`src/rtl/cpu_pkg.sv`:
```
// Shared definitions for the accumulator CPU: default widths, jump opcodes,
// status bit positions and the fetch sequencer state encoding.
package cpu_pkg;

  localparam int PC_W_DEF  = 8;
  localparam int OP_W_DEF  = 7;
  localparam int LIT_W_DEF = 8;

  localparam logic [OP_W_DEF-1:0] OP_JMP = 7'h53;
  localparam logic [OP_W_DEF-1:0] OP_JEQ = 7'h54;
  localparam logic [OP_W_DEF-1:0] OP_JNE = 7'h55;
  localparam logic [OP_W_DEF-1:0] OP_JGT = 7'h56;
  localparam logic [OP_W_DEF-1:0] OP_JLT = 7'h57;
  localparam logic [OP_W_DEF-1:0] OP_JGE = 7'h58;
  localparam logic [OP_W_DEF-1:0] OP_JLE = 7'h59;
  localparam logic [OP_W_DEF-1:0] OP_JCR = 7'h5A;
  localparam logic [OP_W_DEF-1:0] OP_JOV = 7'h5B;

  localparam int ST_Z = 0;
  localparam int ST_N = 1;
  localparam int ST_C = 2;
  localparam int ST_V = 3;

  typedef enum logic [1:0] {
    S_IDLE  = 2'd0,
    S_FETCH = 2'd1,
    S_EXEC  = 2'd2
  } seq_state_e;

endpackage

```
`src/rtl/pc_sequencer_if.sv`:
```
// Bundles the instruction-memory handshake and the decoder-facing signals
// of the fetch sequencer; master is the sequencer, slave is its environment.
interface pc_sequencer_if #(
  parameter int PC_W  = 8,
  parameter int OP_W  = 7,
  parameter int LIT_W = 8
);
  logic                  imem_req;
  logic [PC_W-1:0]       imem_addr;
  logic                  imem_valid;
  logic [OP_W+LIT_W-1:0] imem_data;
  logic [OP_W-1:0]       opcode;
  logic [LIT_W-1:0]      literal;
  logic                  exec_valid;
  logic                  flag_we;
  logic [3:0]            alu_flags;
  logic [3:0]            status;
  logic                  jump_taken;

  modport master (
    output imem_req, imem_addr, opcode, literal, exec_valid, status, jump_taken,
    input  imem_valid, imem_data, flag_we, alu_flags
  );

  modport slave (
    input  imem_req, imem_addr, opcode, literal, exec_valid, status, jump_taken,
    output imem_valid, imem_data, flag_we, alu_flags
  );
endinterface

```
`src/rtl/jump_cond.sv`:
```
// Combinational branch resolver: decides whether an opcode is a taken jump
// given the stored {V,C,N,Z} flags. Non-jump opcodes are never taken.
module jump_cond
  import cpu_pkg::*;
(
  input  logic [OP_W_DEF-1:0] i_opcode,
  input  logic [3:0]          i_status,
  output logic                o_taken
);
  logic w_z, w_n, w_c, w_v;

  assign w_z = i_status[ST_Z];
  assign w_n = i_status[ST_N];
  assign w_c = i_status[ST_C];
  assign w_v = i_status[ST_V];

  always_comb begin
    o_taken = 1'b0;
    case (i_opcode)
      OP_JMP:  o_taken = 1'b1;
      OP_JEQ:  o_taken = w_z;
      OP_JNE:  o_taken = ~w_z;
      OP_JGT:  o_taken = ~w_n & ~w_z;
      OP_JLT:  o_taken = w_n;
      OP_JGE:  o_taken = ~w_n;
      OP_JLE:  o_taken = w_n | w_z;
      OP_JCR:  o_taken = w_c;
      OP_JOV:  o_taken = w_v;
      default: o_taken = 1'b0;
    endcase
  end
endmodule

```
`src/rtl/pc_sequencer.sv`:
```
// Instruction fetch/sequencing unit: owns PC, IR and status flags, fetches
// over a req/valid handshake and resolves jumps in the execute cycle.
module pc_sequencer
  import cpu_pkg::*;
#(
  parameter int PC_W  = PC_W_DEF,
  parameter int OP_W  = OP_W_DEF,
  parameter int LIT_W = LIT_W_DEF
) (
  input  logic           clk,
  input  logic           rst,
  input  logic           en,
  pc_sequencer_if.master bus
);
  seq_state_e            r_state;
  logic [PC_W-1:0]       r_pc;
  logic [OP_W+LIT_W-1:0] r_ir;
  logic [3:0]            r_status;
  logic                  r_req;
  logic                  r_exec;
  logic                  r_jump_taken;

  logic [OP_W-1:0]       w_opcode;
  logic [LIT_W-1:0]      w_literal;
  logic                  w_taken;

  assign w_opcode  = r_ir[OP_W+LIT_W-1:LIT_W];
  assign w_literal = r_ir[LIT_W-1:0];

  jump_cond u_jump_cond (
    .i_opcode (w_opcode),
    .i_status (r_status),
    .o_taken  (w_taken)
  );

  // The jump decision reads r_status before any flag write in the same
  // execute cycle, so a flag-writing jump branches on the old flags.
  always_ff @(posedge clk) begin
    if (rst) begin
      r_state      <= S_IDLE;
      r_pc         <= '0;
      r_ir         <= '0;
      r_status     <= '0;
      r_req        <= 1'b0;
      r_exec       <= 1'b0;
      r_jump_taken <= 1'b0;
    end else begin
      r_jump_taken <= 1'b0;
      case (r_state)
        S_IDLE: begin
          if (en) begin
            r_state <= S_FETCH;
            r_req   <= 1'b1;
          end
        end
        S_FETCH: begin
          if (bus.imem_valid) begin
            r_ir    <= bus.imem_data;
            r_req   <= 1'b0;
            r_exec  <= 1'b1;
            r_state <= S_EXEC;
          end
        end
        S_EXEC: begin
          r_exec <= 1'b0;
          if (bus.flag_we) begin
            r_status <= bus.alu_flags;
          end
          if (w_taken) begin
            r_pc         <= w_literal[PC_W-1:0];
            r_jump_taken <= 1'b1;
          end else begin
            r_pc <= r_pc + PC_W'(1);
          end
          if (en) begin
            r_state <= S_FETCH;
            r_req   <= 1'b1;
          end else begin
            r_state <= S_IDLE;
          end
        end
        default: begin
          r_state <= S_IDLE;
          r_req   <= 1'b0;
          r_exec  <= 1'b0;
        end
      endcase
    end
  end

  assign bus.imem_req   = r_req;
  assign bus.imem_addr  = r_pc;
  assign bus.opcode     = w_opcode;
  assign bus.literal    = w_literal;
  assign bus.exec_valid = r_exec;
  assign bus.status     = r_status;
  assign bus.jump_taken = r_jump_taken;
endmodule

```
`src/flat_wrapper.sv`:
```
// flat-port wrapper written by rule: the top's interface ports become plain ports
module pc_sequencer_flat import cpu_pkg::*;
#(
  parameter int PC_W  = PC_W_DEF,
  parameter int OP_W  = OP_W_DEF,
  parameter int LIT_W = LIT_W_DEF
)
  (clk, rst, en, bus_imem_req, bus_imem_addr, bus_opcode, bus_literal, bus_exec_valid, bus_status, bus_jump_taken, bus_imem_valid, bus_imem_data, bus_flag_we, bus_alu_flags);
  pc_sequencer_if #(.PC_W(PC_W), .OP_W(OP_W), .LIT_W(LIT_W)) bus_i ();
  input  logic clk;
  input  logic rst;
  input  logic en;
  output wire logic [$bits(bus_i.imem_req)-1:0] bus_imem_req;
  output wire logic [$bits(bus_i.imem_addr)-1:0] bus_imem_addr;
  output wire logic [$bits(bus_i.opcode)-1:0] bus_opcode;
  output wire logic [$bits(bus_i.literal)-1:0] bus_literal;
  output wire logic [$bits(bus_i.exec_valid)-1:0] bus_exec_valid;
  output wire logic [$bits(bus_i.status)-1:0] bus_status;
  output wire logic [$bits(bus_i.jump_taken)-1:0] bus_jump_taken;
  input wire logic [$bits(bus_i.imem_valid)-1:0] bus_imem_valid;
  input wire logic [$bits(bus_i.imem_data)-1:0] bus_imem_data;
  input wire logic [$bits(bus_i.flag_we)-1:0] bus_flag_we;
  input wire logic [$bits(bus_i.alu_flags)-1:0] bus_alu_flags;
  assign bus_imem_req = bus_i.imem_req;
  assign bus_imem_addr = bus_i.imem_addr;
  assign bus_opcode = bus_i.opcode;
  assign bus_literal = bus_i.literal;
  assign bus_exec_valid = bus_i.exec_valid;
  assign bus_status = bus_i.status;
  assign bus_jump_taken = bus_i.jump_taken;
  assign bus_i.imem_valid = bus_imem_valid;
  assign bus_i.imem_data = bus_imem_data;
  assign bus_i.flag_we = bus_flag_we;
  assign bus_i.alu_flags = bus_alu_flags;
  pc_sequencer #(.PC_W(PC_W), .OP_W(OP_W), .LIT_W(LIT_W)) u_core (.clk(clk), .rst(rst), .en(en), .bus(bus_i));
endmodule
```
`config.mk`:
```
export PLATFORM = sky130hd
export DESIGN_NAME = pc_sequencer_flat
export DESIGN_NICKNAME = d
export VERILOG_FILES = /design/src/rtl/cpu_pkg.sv /design/src/rtl/pc_sequencer_if.sv /design/src/rtl/jump_cond.sv /design/src/rtl/pc_sequencer.sv /design/src/flat_wrapper.sv
export SDC_FILE = /design/constraint.sdc
export NUM_CORES = 1
export LEC_CHECK = 0
export BUFFER_PORTS_ARGS = -buffer_cell sky130_fd_sc_hd__buf_4
export CORE_ASPECT_RATIO = 0.5
export CORE_MARGIN = 2
export CORE_UTILIZATION = 43
export CTS_CLUSTER_SIZE = 10
export DETAILED_ROUTE_END_ITERATION = 10
export PLACE_DENSITY = 0.79
export SYNTH_ARGS = -nofsm -noshare
export SYNTH_HDL_FRONTEND = slang
export SYNTH_SLANG_ARGS = --single-unit
```
`constraint.sdc`:
```
create_clock -name clk -period 1.7 [get_ports clk]
set_input_delay 0.085 -clock clk [delete_from_list [all_inputs] [get_ports clk]]
set_output_delay 0.085 -clock clk [all_outputs]
set_load 0.005 [all_outputs]
```
==> results.json <==
{
  "area_growth_pct": 43.1,
  "crit_path_end": "u_core.bus.imem_addr[0]$_SDFFE_PP0P_",
  "power_w": 0.00165,
  "htreeDepth": 2,
  "setup_viol": 0,
  "ys_top_cells_by_count": "nand2_1, dfxtp_1, a21oi_1",
  "drt_wl_total_um": 3730,
  "critPathLaunchType": "flop",
  "path_class": "flop to flop",
  "clk_pin_slew_worst_paths_ns": 0.07,
  "grt_pass1_wl_um": 6020,
  "r2r_start": "u_core.r_ir[8]$_SDFFE_PP0P_",
  "skew_ns": 0.00351,
  "max-cap-violations": 0,
  "r2r_end": "u_core.bus.imem_addr[0]$_SDFFE_PP0P_",
  "avgRoutedWirePerCell_um": 13.1,
  "grt_busiest_layer": "met2",
  "nets": 270,
  "ff2ff_setup_slack_ns": 0.08,
  "synth_top_area_share": 0.438,
  "synthCells": 183,
  "slew_headroom": 0.560,
  "placed_cells": 277,
  "crit_path_end_kind": "flop",
  "hpwl_um": 2660,
  "global_route.usage.met2": 0.345,
  "drt_iter0_drc": 68,
  "met3_usage": 0.0585,
  "worstPathArrival_ns": 1.83,
  "worst_slew_pin_slew_ns": 0.658,
  "core-area_sq_um": 3120,
  "fp.dieH_um": 45.3,
  "grt_remaining_overflow": 0,
  "portBuffers": 53,
  "synth_ff_type": "dfxtp_1",
  "cts-root-buf": "clkbuf_8",
  "diodes": 0,
  "crit_required_ns": 1.91,
  "timing.final.ws_setup_ns": 0.0820,
  "place_ws_ns": -0.0409,
  "die-area_sq_um": 3920,
  "synth_edf_count": 0,
  "place.gp.congestion": 0.800,
  "period_needed_ns": 1.62,
  "drive_gt1_frac": 0.374,
  "status": "finished clean",
  "fillers": 261,
  "grt_use_met1": 0.245,
  "std_cell_rows": 14,
  "cp-startpoint": "u_core.r_ir[8]$_SDFFE_PP0P_",
  "syn_area_sq_um": 1460,
  "layoutNonFillerInstCount": 286,
  "synth_seq_cells": 32,
  "dr.pass1.iters": 7,
  "grt_max_degree": 33,
  "drc": 0,
  "slew_viol_final": 0,
  "r2r_cells": 6,
  "viasPerCell": 5.27,
  "postSynthAreaPerCell_sq_um": 8.00,
  "clkSinkCount": 32,
  "synthArstFlopShare": 0,
  "dieWidth_um": 86.5,
  "cts_buffer_depth": 2,
  "peakVddDrop_uv": 467,
  "synth_fp_nets": 208,
  "synth_warnings": 0,
  "cts_buffers": 5,
  "rsz0062_at_grt": "yes",
  "ant_nets": 0,
  "antenna_found_initial": 0,
  "io_pins": 54,
  "track_usage": 0.204,
  "finalHoldViolCount": 0,
  "grt_pass1_vias": 1374,
  "vias": 1508,
  "leakagePower_nw": 0.871,
  "synth.most_common_cell": "nand2_1",
  "initial_core_util": 0.470,
  "final_util": 0.672,
  "p_per_area_nw_per_um2": 788,
  "yosysSeqAreaShare": 0.438,
  "ys_top_cells_by_area": "dfxtp_1, nand2_1, a21oi_1",
  "clk-insertion-delay-late_ns": 0.29,
  "synth_top_cell_by_area": "dfxtp_1",
  "fmax_mhz": 618,
  "crit_fanout": 16,
  "ys_types": 35,
  "cts_tree": "built",
  "period_share": 0.952,
  "hp-class": "input port to flop"
}
-- report_power, final --
group | internal (W) | switching, W
Combinational | 0.000129 | 0.0000927
Sequential | 0.000786 | 0.0000393
Clock | 0.000290 | 0.000315
-- routing by layer --
metal / part of all wire / wire, um / up-vias
li1: - / - / 772
met5: 0 / 0 / -
met3: 0.042 / 157 / 6
met2: 0.48 / 1780 / 31
met4: 0.015 / 57 / 0
met1: 0.47 / 1740 / 699
-- critical path, cell delays in order, from the launching register on --
cell and delay, ns:
dfxtp_4 0.37, or3b_1 0.36, a22oi_2 0.14, o32ai_2 0.13
buf_12 0.17, a211o_1 0.25, a31oi_1 0.12
-- worst min path at each step --
stage                     start                                to  slack (ns)  cells past startpoint
3_5_place_dp   bus_imem_data[0]       u_core.r_ir[0]$_SDFFE_PP0P_        0.34                      3
6_report       bus_imem_data[8]       u_core.r_ir[8]$_SDFFE_PP0P_        0.04                      3
4_1_cts        bus_imem_data[8]       u_core.r_ir[8]$_SDFFE_PP0P_        0.03                      3
2_1_floorplan               rst  u_core.bus.jump_taken$_SDFF_PP0_        0.16                      1
5_1_grt        bus_imem_data[9]       u_core.r_ir[9]$_SDFFE_PP0P_        0.04                      3
3_3_place_gp                 en    u_core.r_state[0]$_SDFFE_PP0P_        0.33                      3
-- repair_timing --
action,in CTS,in global routing
setup endpoints to repair,2,5
hold buffers,0,0
pin swaps,0,2
buffers inserted,1,0
resized for setup,5,8
-- stage by stage --
| stage | hold slack, ns | setup TNS [ns] | area, sq um |
|---|---|---|---|
| finish | 0.0372 | 0 | 2090 |
| global route | 0.0385 | -0.0405 | 2090 |
| CTS | 0.0289 | 0 | 2070 |
| detailed placement | 0.343 | -0.0409 | 1960 |
| global placement | 0.327 | 0 | 1960 |
| floorplan | 0.161 | 0 | 1460 |
-- final cells by class --
| class | count | area [sq um] | share of cell area |
|---|---|---|---|
| Multi-Input combinational cell | 138 | 781 | 0.373 |
| Clock buffer | 5 | 68.8 | 0.0329 |
| Tap cell | 40 | 50.0 | 0.0239 |
| Inverter | 1 | 3.75 | 0.00179 |
| Clock inverter | 3 | 23.8 | 0.0114 |
| Sequential cell | 32 | 652 | 0.311 |
| Timing Repair Buffer | 67 | 515 | 0.246 |
-- kinds of logic (layout without fill, tap and decap cells) --
logic type                 after synthesis  in the layout  share of synthesized area
muxes                                    1              1                    0.00684
adders and majority gates                1              1                    0.00855
and+or+nand+nor                         90             90                      0.293
buffers and inverters                   13             76                     0.0462
xor gates and xnor gates                 1              1                    0.00598
DFF                                     32             32                      0.438
AOI/OAI and AO/OA                       45             45                      0.202
-- state kept, by name, summed over array words and instances (netlist names) --
| register | cells |
|---|---|
| u_core.bus.imem_addr | 8 |
| u_core.bus.imem_req | 1 |
| u_core.bus.jump_taken | 1 |
| u_core.bus.status | 4 |
| u_core.r_state | 2 |
| u_core.bus.exec_valid | 1 |
| u_core.r_ir | 15 |
-- layout by cell type, fill, tap and decap left out, drive strengths merged, types with 2 or more instances in the layout --
cell      count
clkinvlp      2
a211oi        4
nand3b        2
or3           4
a31oi         7
nand2b        3
nand2        49
nand3         6
buf          67
nand4         7
dfxtp        32
nor2          8
a22o          6
clkbuf        5
or2           2
a21oi        21
o21ai         3
and3b         2
Note: power is estimated with default switching activity, not from simulation.
